[src/rtl/systolic_pkg.sv]
// Shared types and sizing helpers for the systolic feeder.
package systolic_pkg;

  typedef enum logic [2:0] {
    S_IDLE,
    S_CLEAR,
    S_FEED,
    S_DRAIN,
    S_OUT
  } state_e;

  localparam int N_DEFAULT = 4;
  // Skewed feed of an N x N pair lasts 4N-2 cycles.
  localparam int FEED_LEN  = 4 * N_DEFAULT - 2;
  localparam int IDX_W     = $clog2(N_DEFAULT);

  function automatic int feed_len(input int n);
    return 4 * n - 2;
  endfunction

  // Row index width; never below one bit so N=1 still builds.
  function automatic int idx_w(input int n);
    return (n > 1) ? $clog2(n) : 1;
  endfunction

endpackage

[src/rtl/systolic_skew.sv]
// Skew generator: lane i gets A[i][t-i] and B[t-i][i], zero outside range.
module systolic_skew #(
  parameter int N      = 4,
  parameter int DATA_W = 8,
  parameter int TW     = 4
) (
  input  logic                             en,
  input  logic [TW-1:0]                    t,
  input  logic [N-1:0][N-1:0][DATA_W-1:0]  a,
  input  logic [N-1:0][N-1:0][DATA_W-1:0]  b,
  output logic [N-1:0][DATA_W-1:0]         a_in,
  output logic [N-1:0][DATA_W-1:0]         b_in
);

  // Select the diagonal element k = t - lane for every lane.
  always_comb begin
    a_in = '0;
    b_in = '0;
    for (int i = 0; i < N; i++) begin
      for (int k = 0; k < N; k++) begin
        if (en && (int'(t) == i + k)) begin
          a_in[i] = a[i][k];
          b_in[i] = b[k][i];
        end
      end
    end
  end

endmodule

[src/rtl/systolic_feeder.sv]
// Systolic array feeder: stores A/B, streams skewed operands, drains and
// returns C row by row. Optional cycle counter under SYSTOLIC_FEEDER_PERF_EN.
module systolic_feeder
  import systolic_pkg::*;
#(
  parameter int N         = N_DEFAULT,
  parameter int DATA_W    = 8,
  parameter int ACC_W     = 16,
  parameter int DRAIN_CYC = 4 * N,
  localparam int IW       = (N == N_DEFAULT) ? IDX_W : idx_w(N)
) (
  input  logic                            clk,
  input  logic                            rst,
  input  logic                            a_wr_en,
  input  logic [IW-1:0]                   a_wr_row,
  input  logic [N*DATA_W-1:0]             a_wr_data,
  input  logic                            b_wr_en,
  input  logic [IW-1:0]                   b_wr_row,
  input  logic [N*DATA_W-1:0]             b_wr_data,
  input  logic                            start,
  output logic                            busy,
  output logic                            done,
  output logic [N-1:0][DATA_W-1:0]        A_in,
  output logic [N-1:0][DATA_W-1:0]        B_in,
  output logic                            arr_clr,
  input  logic [N-1:0][N-1:0][ACC_W-1:0]  C,
  output logic                            res_valid,
  input  logic                            res_ready,
  output logic [IW-1:0]                   res_row,
  output logic [N*ACC_W-1:0]              res_data
`ifdef SYSTOLIC_FEEDER_PERF_EN
  ,
  output logic [31:0]                     perf_cycles
`endif
);

  localparam int FEED_N  = (N == N_DEFAULT) ? FEED_LEN : feed_len(N);
  localparam int CNT_MAX = (FEED_N > DRAIN_CYC) ? FEED_N : DRAIN_CYC;
  localparam int CW      = $clog2(CNT_MAX + 1);

  state_e                           state_q, state_d;
  logic [CW-1:0]                    cnt_q, cnt_d;
  logic [IW-1:0]                    row_q, row_d;
  logic [N-1:0][N-1:0][DATA_W-1:0]  a_q, a_d, b_q, b_d;
  logic [N-1:0][N-1:0][ACC_W-1:0]   res_q, res_d;
  logic [N-1:0][DATA_W-1:0]         a_in_q, a_in_d, b_in_q, b_in_d;
  logic                             last_feed, last_drain, last_row;

  assign last_feed  = (cnt_q == CW'(FEED_N - 1));
  assign last_drain = (cnt_q == CW'(DRAIN_CYC - 1));
  assign last_row   = (row_q == IW'(N - 1));

  // State register.
  always_ff @(posedge clk or posedge rst) begin
    if (rst) state_q <= S_IDLE;
    else     state_q <= state_d;
  end

  // Next-state logic.
  always_comb begin
    state_d = state_q;
    case (state_q)
      S_IDLE:  if (start) state_d = S_CLEAR;
      S_CLEAR: state_d = S_FEED;
      S_FEED:  if (last_feed) state_d = S_DRAIN;
      S_DRAIN: if (last_drain) state_d = S_OUT;
      S_OUT:   if (res_ready && last_row) state_d = S_IDLE;
      default: state_d = S_IDLE;
    endcase
  end

  // FSM-decoded outputs; result path is forced to zero outside OUT.
  always_comb begin
    busy      = (state_q != S_IDLE);
    arr_clr   = (state_q == S_CLEAR);
    res_valid = (state_q == S_OUT);
    done      = res_valid && res_ready && last_row;
    res_row   = res_valid ? row_q : '0;
    res_data  = res_valid ? res_q[row_q] : '0;
    A_in      = a_in_q;
    B_in      = b_in_q;
  end

  // Operand registers load the value for the cycle being entered, so
  // A_in/B_in line up with FEED cycle t while staying registered.
  systolic_skew #(.N(N), .DATA_W(DATA_W), .TW(CW)) u_skew (
    .en   (state_d == S_FEED),
    .t    (cnt_d),
    .a    (a_q),
    .b    (b_q),
    .a_in (a_in_d),
    .b_in (b_in_d)
  );

  // Counter, row index, operand stores and result capture.
  always_comb begin
    cnt_d = '0;
    if (state_d == state_q && (state_q == S_FEED || state_q == S_DRAIN))
      cnt_d = cnt_q + CW'(1);

    row_d = row_q;
    if (state_q == S_OUT && res_ready)
      row_d = last_row ? '0 : row_q + IW'(1);

    a_d = a_q;
    b_d = b_q;
    if (state_q == S_IDLE) begin
      if (a_wr_en) a_d[a_wr_row] = a_wr_data;
      if (b_wr_en) b_d[b_wr_row] = b_wr_data;
    end

    res_d = res_q;
    if (state_q == S_DRAIN && last_drain)
      res_d = C;
  end

  // Datapath registers.
  always_ff @(posedge clk or posedge rst) begin
    if (rst) begin
      cnt_q  <= '0;
      row_q  <= '0;
      a_q    <= '0;
      b_q    <= '0;
      res_q  <= '0;
      a_in_q <= '0;
      b_in_q <= '0;
    end else begin
      cnt_q  <= cnt_d;
      row_q  <= row_d;
      a_q    <= a_d;
      b_q    <= b_d;
      res_q  <= res_d;
      a_in_q <= a_in_d;
      b_in_q <= b_in_d;
    end
  end

`ifdef SYSTOLIC_FEEDER_PERF_EN
  logic [31:0] perf_q, perf_d;

  // Counts every non-IDLE cycle of a job; restarts on an accepted start.
  always_comb begin
    perf_d = perf_q;
    if (state_q == S_IDLE && start) perf_d = '0;
    else if (state_q != S_IDLE)     perf_d = perf_q + 32'd1;
  end

  // Perf counter register.
  always_ff @(posedge clk or posedge rst) begin
    if (rst) perf_q <= '0;
    else     perf_q <= perf_d;
  end

  assign perf_cycles = perf_q;
`endif

endmodule

[config.mk]
export PLATFORM = sky130hd
export DESIGN_NAME = systolic_feeder
export DESIGN_NICKNAME = d
export VERILOG_FILES = /design/src/rtl/systolic_pkg.sv /design/src/rtl/systolic_skew.sv /design/src/rtl/systolic_feeder.sv
export SDC_FILE = /design/constraint.sdc
export NUM_CORES = 1
export LEC_CHECK = 0
export ABC_AREA = 1
export CAP_MARGIN = 20
export CORE_MARGIN = 2
export CORE_UTILIZATION = 40
export CTS_CLUSTER_DIAMETER = 60
export DETAILED_ROUTE_END_ITERATION = 7
export DONT_BUFFER_PORTS = 1
export SLEW_MARGIN = 20
export SYNTH_ARGS = -nofsm -noshare
export SYNTH_HDL_FRONTEND = slang
export SYNTH_SLANG_ARGS = --single-unit
[constraint.sdc]
create_clock -name clk -period 19 [get_ports clk]
set_input_delay 2.85 -clock clk [delete_from_list [all_inputs] [get_ports clk]]
set_output_delay 2.85 -clock clk [all_outputs]
set_load 0.02 [all_outputs]
==> results.sh <==
export IMPL_synth_avg_cell_area_um2=11.4
export IMPL_dp_hpwl_mm=45.1
export IMPL_synth_seq_cells=586
export IMPL_max_cap_viol_count=0
export IMPL_period_share=0.332
export IMPL_core_um2=63000
export IMPL_postRouteAntennaNets=0
export IMPL_drt_total_wl_mm=70.1
export IMPL_cp_slowest_stage_delay_ps=560
export IMPL_crit_path_top_delay_cell="nor3_1"
export IMPL_clockBufferDepth=3
export IMPL_final_nets=2515
export IMPL_fin_cells=3080
export IMPL_crit_buf_inv=1
export IMPL_start_kind="input port"
export IMPL_grt_pass1_wl_mm=107
export IMPL_die_area_um2=65700
export IMPL_cts_htree_levels=3
export IMPL_die_height_um=256
export IMPL_synth_ff_type="dfrtp_1"
export IMPL_numCtsBuffers=68
export IMPL_slew_limit_headroom=0.308
export IMPL_cts_tree="yes"
export IMPL_path_depth=2
export IMPL_fin_util=0.450
export IMPL_async_flop_share=1.00
export IMPL_seq_area_frac_synth=0.576
export IMPL_critPathTopFamily="simple AND/OR/NAND/NOR gates"
export IMPL_vias=17100
export IMPL_synth_most_common_cell="dfrtp_1"
export IMPL_cts_resized=0
export IMPL_fin_skew_ps=18.2
export IMPL_drive_above_1_share=0.274
export IMPL_cp_required_ps=16150
export IMPL_leakagePower_nw=12.3
export IMPL_yosys_top_cells_count="586 x dfrtp_1, 433 x mux2_2, 209 x nor2_1, 184 x a21oi_1, 173 x nand2_1"
export IMPL_cellPowerDensity_nw_per_um2=131
export IMPL_synth_distinct_cells=36
export IMPL_syn_to_final_growth_pct=11.4
export IMPL_drt_iter0_markers=1140
export IMPL_end_kind="output port"
export IMPL_rsz0062_at_grt="false"
export IMPL_grt_pass1_vias=17300
export IMPL_via_per_inst=5.55
export IMPL_cp_cell_sequence="inv_1 -> nor3_1"
export IMPL_cp_arrival_ps=3460
export IMPL_synth_enable_flop_cells=0
export IMPL_crit_type="input port to output port"
export IMPL_dpl_cell_count=2957
export IMPL_rows=92
export IMPL_clockRootBuffer="clkbuf_16"
export IMPL_grt_util_all_layers=0.210
export IMPL_critPathMaxFanout=3
export IMPL_status="complete, no violations"
export IMPL_gp_congestion=0.917
export IMPL_synth_warnings=0
export IMPL_synthesis_area_um2=25500
export IMPL_worst_pin_slew_ps=1040
export IMPL_boundaryPins=464
export IMPL_worstRegToRegCells=8
export IMPL_hold_depth=2
export IMPL_clkLatencyLatePin_ps=610
export IMPL_die_w_um=256
export IMPL_nFillCells=5785
export IMPL_setup_viol=0
export IMPL_final_seq_area_um2=14700
export IMPL_drt_pre_antenna_iters=5
export IMPL_initial_utilization=0.404
export IMPL_drcViolationCount=0
export IMPL_postCtsSetupBuffers=0
export IMPL_antenna_found_initial=8
export IMPL_multi_input_area_um2=9770
export IMPL_hold_viol_final=0
export IMPL_grt_overflow=0
export IMPL_wire_per_inst_um=22.8
export IMPL_cts_clk_slew_worst_paths_ps=50
export IMPL_fmax_ghz=0.158
export IMPL_synthTopCellsByArea="dfrtp_1 58%, mux2_2 19%, nand4_1 3.7%, a21oi_1 3.6%, nor2_1 3.1%"
export IMPL_finalCriticalPeriod_ps=6310
export IMPL_port_buffers=0
export IMPL_hold_path_class="register to register"
export IMPL_finalMaxSlewViolations=0
export IMPL_syn_inst=2237
export IMPL_synth_nets=2571
export IMPL_cts_hold_buf=0
export IMPL_yosysTopAreaCell="dfrtp_1"
export IMPL_yosysTopAreaCellShare=0.576
export IMPL_cts_sinks=586
export IMPL_setup_tns_final_ps=0
export IMPL_ir_drop_mv=0.0839
export IMPL_grt_max_degree=154
==> state kept, by name (all words and copies together) (netlist names) <==
signal,count
cnt_q,5
B_in,32
row_q,2
A_in,32
b_q,128
a_q,128
state_q,3
res_q,256
==> worst register-to-register path: stages (launching register included) <==
cell     delay (ps)
dfrtp_1         460
ha_1            260
inv_1            60
nor2_1           40
ha_1            260
nand2_4         450
buf_4           910
buf_4           940
mux2_2          490
==> cells in the final DEF (no fill, tap or decap), drive strengths merged, types with 8 or more instances in the layout <==
cell / instances
a21oi: 185
dfrtp: 586
mux2: 448
nand4: 153
o21ai: 149
nand2: 180
nor3: 11
inv: 110
nor2: 217
clkinv: 18
clkbuf: 93
buf: 26
nand3b: 8
nand3: 31
==> worst paths after layout <==
path | from | to | slack, ps
worst max-delay path | res_ready | done | 12690
worst min-delay path | b_q[105] | B_in[9] | 470
worst max register to register | cnt_q[0] | res_q[229] | 15020
worst min register to register | b_q[105] | B_in[9] | 470
max in group asynchronous | rst | a_q[84] | 13460
min in group asynchronous | rst | B_in[19] | 2330
==> per-stage QoR <==
step	total power, mW	instance area, µm²	worst slack (ps)	hold WS [ps]
2_1_floorplan	2.27	25500	8160	445
3_3_place_gp	2.41	26100	12460	460
3_5_place_dp	2.45	26100	12350	463
4_1_cts	3.75	28300	12470	476
5_1_grt	3.90	28400	12420	503
6_report	3.71	28400	12690	470
==> layer usage <==
layer,GRT usage,vias up,part of all wire
li1,-,7634,-
met1,0.261,8734,0.40
met2,0.353,594,0.50
met3,0.0673,118,0.082
met4,0.0546,4,0.021
met5,0,-,0.00038
==> report_power, final <==
group	switching (mW)	leakage (nW)	internal [mW]
clock network	0.527	1.08	0.756
logic	0.356	4.14	0.295
registers	0.199	7.11	1.57
total	1.08	12.3	2.62
==> logic make-up (layout without fill, tap and decap cells) <==
logic type	after synthesis	after routing	share of synthesized area
and+or+nand+nor	600	600	0.113
DFF	586	586	0.576
muxes	448	448	0.198
AOI/OAI and AO/OA	336	336	0.0668
buffers and inverters	261	254	0.0429
adders and majority gates	4	4	0.00197
xor gates and xnor gates	2	2	0.000688
other	0	4	0
==> final cells by class <==
| cell class | count | area share |
|---|---|---|
| inverter | 109 | 0.0150 |
| clock inverter | 26 | 0.0115 |
| tap | 846 | 0.0373 |
| timing repair buffer | 26 | 0.00799 |
| sequential | 586 | 0.517 |
| antenna | 4 | 0.000353 |
| multi-input combinational | 1390 | 0.344 |
| clock buffer | 93 | 0.0662 |
(Power assumes the default switching activity.)
